File: config.mk
export PLATFORM = sky130hd
export DESIGN_NAME = mem_lsu_flat
export DESIGN_NICKNAME = d
export VERILOG_FILES = /design/src/rtl/mem_lsu_if.sv /design/src/rtl/mem_lsu.sv /design/src/flat_wrapper.sv
export SDC_FILE = /design/constraint.sdc
export NUM_CORES = 1
export LEC_CHECK = 0
export ABC_AREA = 1
export ABC_CLOCK_PERIOD_IN_PS = 3200
export BUFFER_PORTS_ARGS = -buffer_cell sky130_fd_sc_hd__buf_2
export CAP_MARGIN = 10
export CORE_MARGIN = 5
export CORE_UTILIZATION = 25
export DETAILED_ROUTE_END_ITERATION = 8
export GPL_ROUTABILITY_DRIVEN = 0
export PLACE_DENSITY = 0.54
export SYNTH_ARGS = -nofsm -noshare
export SYNTH_HDL_FRONTEND = slang
export SYNTH_SLANG_ARGS = --single-unit
File: constraint.sdc
create_clock -name clk -period 3.2 [get_ports clk]
set_clock_uncertainty 0.2 [all_clocks]
set_input_delay 0.16 -clock clk [delete_from_list [all_inputs] [get_ports clk]]
set_output_delay 0.16 -clock clk [all_outputs]
set_load 0.01 [all_outputs]
File: src/rtl/mem_lsu_if.sv
// Bus channel between the load/store unit (master) and the data memory or bridge (slave).
interface mem_lsu_if;
    logic        bus_req_o;
    logic        bus_we_o;
    logic [31:0] bus_addr_o;
    logic [3:0]  bus_sel_o;
    logic [31:0] bus_wdata_o;
    logic [31:0] bus_rdata_i;
    logic        bus_ack_i;

    modport master (
        output bus_req_o, bus_we_o, bus_addr_o, bus_sel_o, bus_wdata_o,
        input  bus_rdata_i, bus_ack_i
    );

    modport slave (
        input  bus_req_o, bus_we_o, bus_addr_o, bus_sel_o, bus_wdata_o,
        output bus_rdata_i, bus_ack_i
    );
endinterface

File: src/rtl/mem_lsu.sv
// MEM-stage load/store unit: decodes memory ops, runs one registered bus access at a time,
// aligns load data for writeback and tracks the LL/SC link bit.
module mem_lsu (
    input  logic        clk,
    input  logic        rst,
    input  logic        flush,
    input  logic [5:0]  stall,
    input  logic [7:0]  aluop_i,
    input  logic [31:0] mem_addr_i,
    input  logic [31:0] reg2_i,
    input  logic [4:0]  wd_i,
    input  logic        wreg_i,
    input  logic [31:0] wdata_i,
    output logic [4:0]  wd_o,
    output logic        wreg_o,
    output logic [31:0] wdata_o,
    output logic        stallreq_o,
    output logic        adel_o,
    output logic        ades_o,
    mem_lsu_if.master   bus
);
    localparam logic [7:0] EXE_LB_OP  = 8'b11100000;
    localparam logic [7:0] EXE_LBU_OP = 8'b11100100;
    localparam logic [7:0] EXE_LH_OP  = 8'b11100001;
    localparam logic [7:0] EXE_LHU_OP = 8'b11100101;
    localparam logic [7:0] EXE_LW_OP  = 8'b11100011;
    localparam logic [7:0] EXE_LL_OP  = 8'b11110000;
    localparam logic [7:0] EXE_SB_OP  = 8'b11101000;
    localparam logic [7:0] EXE_SH_OP  = 8'b11101001;
    localparam logic [7:0] EXE_SW_OP  = 8'b11101011;
    localparam logic [7:0] EXE_SC_OP  = 8'b11111000;

    typedef enum logic [1:0] {IDLE, BUSY, HOLD, DRAIN} state_t;

    state_t      r_state;
    logic        r_bus_req, r_bus_we, r_llbit;
    logic [31:0] r_bus_addr, r_bus_wdata, r_rdata;
    logic [3:0]  r_bus_sel;

    logic        w_is_load, w_is_store, w_is_ll, w_is_sc, w_unsigned;
    logic [1:0]  w_size;
    logic        w_mem_op, w_misalign, w_sc_fail, w_start;
    logic [3:0]  w_sel;
    logic [31:0] w_store_data, w_rdata_src, w_byte_shift, w_result;
    logic [15:0] w_half;

    always_comb begin
        w_is_load  = 1'b0;
        w_is_store = 1'b0;
        w_is_ll    = 1'b0;
        w_is_sc    = 1'b0;
        w_unsigned = 1'b0;
        w_size     = 2'd2;
        case (aluop_i)
            EXE_LB_OP:  begin w_is_load = 1'b1; w_size = 2'd0; end
            EXE_LBU_OP: begin w_is_load = 1'b1; w_size = 2'd0; w_unsigned = 1'b1; end
            EXE_LH_OP:  begin w_is_load = 1'b1; w_size = 2'd1; end
            EXE_LHU_OP: begin w_is_load = 1'b1; w_size = 2'd1; w_unsigned = 1'b1; end
            EXE_LW_OP:  w_is_load = 1'b1;
            EXE_LL_OP:  begin w_is_load = 1'b1; w_is_ll = 1'b1; end
            EXE_SB_OP:  begin w_is_store = 1'b1; w_size = 2'd0; end
            EXE_SH_OP:  begin w_is_store = 1'b1; w_size = 2'd1; end
            EXE_SW_OP:  w_is_store = 1'b1;
            EXE_SC_OP:  begin w_is_store = 1'b1; w_is_sc = 1'b1; end
            default: ;
        endcase
    end

    assign w_mem_op   = w_is_load | w_is_store;
    assign w_misalign = ((w_size == 2'd1) & mem_addr_i[0]) |
                        ((w_size == 2'd2) & (|mem_addr_i[1:0]));
    assign adel_o     = w_is_load  & w_misalign;
    assign ades_o     = w_is_store & w_misalign;
    assign w_sc_fail  = w_is_sc & ~r_llbit;
    assign w_start    = (r_state == IDLE) & w_mem_op & ~w_misalign & ~flush & ~w_sc_fail;

    // Big-endian lanes: sel bit 3 and data bits 31:24 belong to byte offset 0.
    always_comb begin
        case (w_size)
            2'd0:    w_sel = 4'b1000 >> mem_addr_i[1:0];
            2'd1:    w_sel = mem_addr_i[1] ? 4'b0011 : 4'b1100;
            default: w_sel = 4'b1111;
        endcase
        case (w_size)
            2'd0:    w_store_data = {4{reg2_i[7:0]}};
            2'd1:    w_store_data = {2{reg2_i[15:0]}};
            default: w_store_data = reg2_i;
        endcase
    end

    assign w_rdata_src  = (r_state == HOLD) ? r_rdata : bus.bus_rdata_i;
    assign w_byte_shift = w_rdata_src << {mem_addr_i[1:0], 3'b000};
    assign w_half       = mem_addr_i[1] ? w_rdata_src[15:0] : w_rdata_src[31:16];

    always_comb begin
        w_result = wdata_i;
        if (w_is_sc) begin
            w_result = 32'd1;
        end else if (w_is_load) begin
            case (w_size)
                2'd0:    w_result = {{24{~w_unsigned & w_byte_shift[31]}}, w_byte_shift[31:24]};
                2'd1:    w_result = {{16{~w_unsigned & w_half[15]}}, w_half};
                default: w_result = w_rdata_src;
            endcase
        end
    end

    always_comb begin
        wd_o       = wd_i;
        wreg_o     = wreg_i;
        wdata_o    = wdata_i;
        stallreq_o = 1'b0;
        case (r_state)
            IDLE: begin
                if (w_mem_op) begin
                    if (w_misalign || flush) begin
                        wreg_o = 1'b0;
                    end else if (w_sc_fail) begin
                        wdata_o = 32'd0;
                        wreg_o  = 1'b1;
                    end else begin
                        stallreq_o = 1'b1;
                        wreg_o     = 1'b0;
                    end
                end
            end
            BUSY: begin
                if (flush) begin
                    wreg_o = 1'b0;
                end else if (bus.bus_ack_i) begin
                    wdata_o = w_result;
                    wreg_o  = w_is_load | w_is_sc;
                end else begin
                    stallreq_o = 1'b1;
                    wreg_o     = 1'b0;
                end
            end
            HOLD: begin
                wdata_o = w_result;
                wreg_o  = (w_is_load | w_is_sc) & ~flush;
            end
            default: wreg_o = 1'b0;
        endcase
    end

    always_ff @(posedge clk or posedge rst) begin
        if (rst) begin
            r_state     <= IDLE;
            r_bus_req   <= 1'b0;
            r_bus_we    <= 1'b0;
            r_bus_addr  <= 32'd0;
            r_bus_sel   <= 4'b0000;
            r_bus_wdata <= 32'd0;
            r_rdata     <= 32'd0;
            r_llbit     <= 1'b0;
        end else begin
            case (r_state)
                IDLE: begin
                    if (w_start) begin
                        r_bus_req   <= 1'b1;
                        r_bus_we    <= w_is_store;
                        r_bus_addr  <= {mem_addr_i[31:2], 2'b00};
                        r_bus_sel   <= w_sel;
                        r_bus_wdata <= w_store_data;
                        r_state     <= BUSY;
                    end
                end
                BUSY: begin
                    if (flush) begin
                        r_bus_req <= 1'b0;
                        r_state   <= bus.bus_ack_i ? IDLE : DRAIN;
                    end else if (bus.bus_ack_i) begin
                        r_bus_req <= 1'b0;
                        r_rdata   <= bus.bus_rdata_i;
                        if (w_is_ll) r_llbit <= 1'b1;
                        r_state   <= stall[4] ? HOLD : IDLE;
                    end
                end
                HOLD: begin
                    if (!stall[4] || flush) r_state <= IDLE;
                end
                DRAIN: begin
                    if (bus.bus_ack_i) r_state <= IDLE;
                end
                default: r_state <= IDLE;
            endcase
            // Placed last so a flush wins over an LL completing in the same cycle.
            if (flush) r_llbit <= 1'b0;
        end
    end

    assign bus.bus_req_o   = r_bus_req;
    assign bus.bus_we_o    = r_bus_we;
    assign bus.bus_addr_o  = r_bus_addr;
    assign bus.bus_sel_o   = r_bus_sel;
    assign bus.bus_wdata_o = r_bus_wdata;
endmodule

File: src/flat_wrapper.sv
// flat-port wrapper written by rule: the top's interface ports become plain ports
module mem_lsu_flat 
  (clk, rst, flush, stall, aluop_i, mem_addr_i, reg2_i, wd_i, wreg_i, wdata_i, wd_o, wreg_o, wdata_o, stallreq_o, adel_o, ades_o, bus_bus_req_o, bus_bus_we_o, bus_bus_addr_o, bus_bus_sel_o, bus_bus_wdata_o, bus_bus_rdata_i, bus_bus_ack_i);
  mem_lsu_if bus_i ();
  input  logic clk;
  input  logic rst;
  input  logic flush;
  input  logic [5:0] stall;
  input  logic [7:0] aluop_i;
  input  logic [31:0] mem_addr_i;
  input  logic [31:0] reg2_i;
  input  logic [4:0] wd_i;
  input  logic wreg_i;
  input  logic [31:0] wdata_i;
  output logic [4:0] wd_o;
  output logic wreg_o;
  output logic [31:0] wdata_o;
  output logic stallreq_o;
  output logic adel_o;
  output logic ades_o;
  output wire logic [$bits(bus_i.bus_req_o)-1:0] bus_bus_req_o;
  output wire logic [$bits(bus_i.bus_we_o)-1:0] bus_bus_we_o;
  output wire logic [$bits(bus_i.bus_addr_o)-1:0] bus_bus_addr_o;
  output wire logic [$bits(bus_i.bus_sel_o)-1:0] bus_bus_sel_o;
  output wire logic [$bits(bus_i.bus_wdata_o)-1:0] bus_bus_wdata_o;
  input wire logic [$bits(bus_i.bus_rdata_i)-1:0] bus_bus_rdata_i;
  input wire logic [$bits(bus_i.bus_ack_i)-1:0] bus_bus_ack_i;
  assign bus_bus_req_o = bus_i.bus_req_o;
  assign bus_bus_we_o = bus_i.bus_we_o;
  assign bus_bus_addr_o = bus_i.bus_addr_o;
  assign bus_bus_sel_o = bus_i.bus_sel_o;
  assign bus_bus_wdata_o = bus_i.bus_wdata_o;
  assign bus_i.bus_rdata_i = bus_bus_rdata_i;
  assign bus_i.bus_ack_i = bus_bus_ack_i;
  mem_lsu u_core (.clk(clk), .rst(rst), .flush(flush), .stall(stall), .aluop_i(aluop_i), .mem_addr_i(mem_addr_i), .reg2_i(reg2_i), .wd_i(wd_i), .wreg_i(wreg_i), .wdata_i(wdata_i), .wd_o(wd_o), .wreg_o(wreg_o), .wdata_o(wdata_o), .stallreq_o(stallreq_o), .adel_o(adel_o), .ades_o(ades_o), .bus(bus_i));
endmodule
Word-level counts from Yosys, hierarchy flattened:

Index checks and enable logic that the tools add are counted.

* register bits: 103
* latch bits: 0
* RAM bits: 0
* bits in read-only memories: 0
* output and inout port bits: 111
* memories: 0

* $add $sub $neg: 0
* $mul: 0
* divide/modulo/power cells: 0
* magnitude comparators: 0
* equal/unequal tests: 19
* shifts and indexed selects: 2
* multiplexer cells: 48
* bitwise gates (word level): 20
* reductions and logical operators: 20

Operator list (count)
* $mux 32: 8
* $pmux 32 s2: 2
* $pmux 32 s3: 1
* $eq 8x8->1 const B: 10
* $shl 32x5->32: 1
* $mux 1: 22
* $mux 16: 1
* $mux 2: 7
* $and 1x1->1: 12
* $reduce_and 3->1: 3
* $pmux 2 s4: 1
* $pmux 4 s2: 1
* $reduce_bool 2->1: 4
* $eq 2x2->1 const B: 3
* $reduce_or 3->1: 2
* $reduce_or 6->1: 1
* $not 1->1: 5
* $eq 2x1->1 const B: 2
* $logic_not 2->1: 2
* $mux 4: 1
* $ne 2x2->1 const B: 2
* $pmux 1 s2: 2
* $pmux 2 s2: 1
* $reduce_and 4->1: 1
* other kinds (10): 14

Depth between registers and ports, before layout:

* word-level depth: 12
* gate-level depth with buffers: 14
* mapped depth without buffers: 13

Worst setup path before layout:

OpenSTA, ideal clock, no wires.

* path type: reg2out
* start: register u_core.r_state[1]
* end: output wdata_o[20]
* arrival time: 1646 ps
* path slack: 1194 ps
* cell stages (with the launch flop): 13
* buffers on the path: 3
* path through: dfrtp_1 buf_2 nand2_4 buf_6 nand2_1 nand3_1 nand2_1 nor2_2 nand3_2 nand3_1 nand2_1 buf_6 o21ai_2

* longest elaborated chain between the ends: 10

RTL lines
* start, declared: line mem_lsu.sv:35 `state_t r_state;`
* start signal, assigned: line mem_lsu.sv:171 `r_state <= bus.bus_ack_i ? IDLE : DRAIN;`
* start signal, assigned: line mem_lsu.sv:176 `r_state <= stall[4] ? HOLD : IDLE;`
* $eq 2x2->1: line mem_lsu.sv:91, mem_lsu.sv:113
* $mux 32: line mem_lsu.sv:91 `assign w_rdata_src = (r_state == HOLD) ? r_rdata : bus.bus_rdata_i;`
* $shl 32x5->32 or $mux 16 (tied branches): line mem_lsu.sv:92, mem_lsu.sv:93
* $and 1x1->1 (on tied branches): line mem_lsu.sv:101, mem_lsu.sv:102
* $pmux 32 s2: line mem_lsu.sv:100 `case (w_size)`
* $mux 32: line mem_lsu.sv:99 `end else if (w_is_load) begin`
* $mux 32: line mem_lsu.sv:97 `if (w_is_sc) begin`
* $mux 32: line mem_lsu.sv:130 `end else if (bus.bus_ack_i) begin`
* $mux 32: line mem_lsu.sv:128 `if (flush) begin`
* $pmux 32 s3 *: line mem_lsu.sv:113 `case (r_state)`
* end, declared: line flat_wrapper.sv:17 `output logic [31:0] wdata_o;`

Every way passes the cells marked *; elsewhere a longest branch is shown, timed or not.

Worst setup path after layout:

* start: register u_core.r_state[1]
* end: output wdata_o[4]

* longest elaborated chain between the ends: 9

RTL lines (line)
* $eq 2x2->1: mem_lsu.sv:91, mem_lsu.sv:113
* $mux 32: mem_lsu.sv:91
* $shl 32x5->32 or $mux 16 (tied branches): mem_lsu.sv:92, mem_lsu.sv:93
* $pmux 32 s2: mem_lsu.sv:100
* $mux 32: mem_lsu.sv:99
* $mux 32: mem_lsu.sv:97
* $mux 32: mem_lsu.sv:130
* $mux 32: mem_lsu.sv:128
* $pmux 32 s3 *: mem_lsu.sv:113

Marks and branches as above.

==> summary.txt <==
Logic synthesis
  • Synth Area in Compound Gates: ~16%
  • Mapped Cells: around 940
  • Share of synthesized cell area in and, or, nand and nor gates: 32.4%
  • Most used DFF post-synth: dfrtp_1
  • Synth unique cells: 36
  • Synthesized cell area: 0.00631 sq mm
  • Synth top cells by count: nand2_1, o21ai_0, dfrtp_1
  • Synth Register Bits: 103
  • Avg Cell Area, Syn: 6.72 sq um
  • Largest family of logic cells by synthesized area: simple AND/OR/NAND/NOR gates
  • Synth top area cells: dfrtp_1, nand2_1, o21ai_0
  • Yosys top cell area share: between 40% and 50%
  • Synth Warn #: 0
  • Top-count cell post-synth: nand2_1
  • Post-synthesis sequential area ratio: approximately 40%
  • Mux contribution to synthesized area: 0%
  • Synth Area in XOR/XNOR: 0%
  • Ys async rst share: 100%
  • Number of synthesized flops with an enable pin: 0
  • Post-synth top area cell: dfrtp_1
  • Adder-Cell Fraction of Synth Area: 0%

Critical path
  • Worst path max stage delay: roughly 0.5 ns
  • Arrival time worst endpoint: ~2.6 ns
  • Crit path max-delay family: simple AND/OR/NAND/NOR gates
  • Startpoint Class: flop
  • Crit Path Class: flop to output pin
  • Kind of end point of the critical path: output pin
  • Worst EP required: about 2.8 ns
  • CP max-delay cell: dfrtp_2
  • Worst-path cell chain: nand2_4 > inv_2 > buf_4 > o21ai_0 > nand2_1 > nand2_1 > o211ai_1 > nand3_1 > nand2_1 > buf_2
  • CP Max Fanout: 40
  • Most frequent CP cell: nand2_1
  • CP bufs+invs: 3

STA
  • Sum Neg Setup Slack: 0 ns
  • Final hold violation count: 0
  • Fin. max-slew vios: 0
  • Crit share post-route: around 90%
  • Fin crit period: just under 3 ns
  • RSZ-0062 raised after global routing: false
  • FMAX: approximately 340 MHz
  • Worst setup margin: around 0.25 ns
  • Slew @ Worst Pin: about 0.81 ns
  • Slew headroom: 46.3%
  • Endpoints failing setup: 0

Power and ir drop
  • Max rail drop VDD: ~0.27 mV
  • Leakage power: between 5 and 6 nW
  • Final total power: approximately 4.5 mW
  • PD cells: approximately 500 mW/mm^2

CTS
  • Worst-path clk slew: approximately 0.07 ns
  • CTS buffer count: 9
  • CTS sink count: roughly 100
  • Clock latency on the worst-skew pair: roughly 0.35 ns
  • CTS tree: done
  • CTS Buffer Depth: 2
  • H-tree depth: 3
  • Post-CTS Setup Repair Bufs: 0
  • Root Buffer: clkbuf_16

Routing
  • Via count: between 7000 and 8000
  • DRT Wirelength: roughly 24000 um
  • Pre-Repair DR Iteration Count: 5
  • Routed Antenna Nets: 0
  • Vias per cell: 4.43
  • Routed len/inst: around 15 um
  • DR iter-0 viols: 573
  • DRC viols: 0

Placed design
  • Placed Area: a little under 0.008 sq mm
  • Detailed Place HPWL: 17800 um
  • Place WS: approximately 0.54 ns
  • Count of input and output buffers: roughly 250
  • Placed cell count: 1484

Die
  • I/O Pins: ~260
  • Die width: 169 um
  • Core region area: ~0.025 sq mm
  • Die ar.: 0.0285 sq mm
  • Initial Util: approximately a quarter
  • Die H: between 150 and 200 um
  • Row count: between 50 and 60

Cells and area
  • Layout cells sized above 1: approximately 26%
  • Area Overhead vs Synth: 44.3%
  • Final Net Count: ~1400
  • Fillers: ~2700
  • Post-Layout Cell Count: 1598
  • Post-route cell area: 0.00910 sq mm
  • Sequential cell area: ~0.0026 sq mm
  • Multi-input logic area: around 0.0031 sq mm

Flow run
  • Max-Cap Viols: 0

GRT
  • First-pass GRT wire length: ~37000 um
  • Vias in the first global route: ~6700
  • Pin count of the biggest net entering global routing: 63
  • All-layer global routing usage: 16.3%
  • GRT Residual Overflow: 0
  • Initial antenna violation count: 0

Outcome
  • Outcome: finished, final reports clean

Min path
  • Hold Path Class: primary input to flop
## per-stage QoR
| stage | hold WS (ns) | utilization (%) |
|---|---|---|
| floorplan | 0.0692 | - |
| global placement | 0.120 | 31.3 |
| detailed placement | 0.120 | 31.3 |
| CTS | 0.000973 | 36.3 |
| global route | 0.0169 | 36.3 |
| finish | 0.0238 | 36.3 |
## repair_timing
action,CTS,global route
hold buffers,97,0
gates resized for setup,0,1
hold endpoints to repair,154,0
endpoints found under the setup margin,0,11
## final timing paths
kind	startpoint	endpoint	slack, ns	depth (start not counted)
worst min register to register	u_core.bus.bus_addr_o[14]	u_core.bus.bus_addr_o[14]	0.28	2
worst max-delay path	u_core.r_state[1]	wdata_o[4]	0.25	10
max in group asynchronous	rst	u_core.bus.bus_wdata_o[15]	1.73	4
worst min-delay path	aluop_i[4]	u_core.r_llbit	0.02	3
min in group asynchronous	rst	u_core.r_rdata[25]	0.32	3
worst max register to register	u_core.r_state[1]	u_core.bus.bus_wdata_o[10]	0.79	9
## sequential cells by signal, summed over array words and instances, names as in the netlist
signal and flops:
u_core.bus.bus_addr_o 30, u_core.bus.bus_req_o 1, u_core.bus.bus_sel_o 4, u_core.bus.bus_wdata_o 32
u_core.bus.bus_we_o 1, u_core.r_llbit 1, u_core.r_rdata 32, u_core.r_state 2
## cell families after synthesis
family                 after synthesis
buffers and inverters              151
AND/OR/NAND/NOR                    493
flip-flops                         103
other                                1
AO/OA/AOI/OAI                      190
## layout by cell type (no fill, tap or decap), types with 3 or more instances in the layout
master | Yosys | final
o211ai_1 | 4 | 4
or2_2 | 3 | 3
nand3_2 | 3 | 3
dlygate4sd3_1 | 0 | 97
dfrtp_1 | 103 | 102
clkbuf_16 | 0 | 9
o21ai_1 | 30 | 30
nor2_1 | 37 | 37
nand4_1 | 7 | 7
inv_2 | 12 | 12
o22ai_1 | 3 | 3
or2_0 | 4 | 4
o21ai_2 | 10 | 10
nor2_2 | 5 | 5
buf_4 | 16 | 16
nand2_2 | 7 | 7
nand2_1 | 381 | 381
inv_1 | 90 | 89
inv_6 | 0 | 3
buf_2 | 12 | 245
nand3_1 | 37 | 37
o21ai_0 | 109 | 109
a21oi_1 | 28 | 28
## report_power, final
part	switching [mW]	total [mW]	internal [mW]	leakage (nW)
combinational	0.961	1.61	0.649	3.58
sequential	0.160	1.81	1.65	1.36
clock	0.577	1.12	0.545	0.140
## metal layers
layer | GRT usage [%] | share of wire, % | vias up
li1 | - | - | 3595
met1 | 22.4 | 45 | 3219
met2 | 25.7 | 46 | 235
met3 | 2.97 | 6.7 | 36
met4 | 5.68 | 2.7 | 0
met5 | 0 | 0 | -
## cell type report
class                      instances  area share [%]
clock inverter                     7           0.701
sequential                       103            28.3
antenna                            1          0.0275
timing repair buffer             360            25.9
inverter                         103            4.28
multi-input combinational        685            33.7
clock buffer                       9            2.48
tap                              330            4.54
## worst reg2reg max path, delay by kind of cell (launching register included)
kind | cells | cell delay, ns
flip-flops | 1 | 0.50
buffers and inverters | 3 | 0.60
AND/OR/NAND/NOR | 5 | 0.94
AO/OA/AOI/OAI | 1 | 0.09
Power figures use the tool's default switching activity.
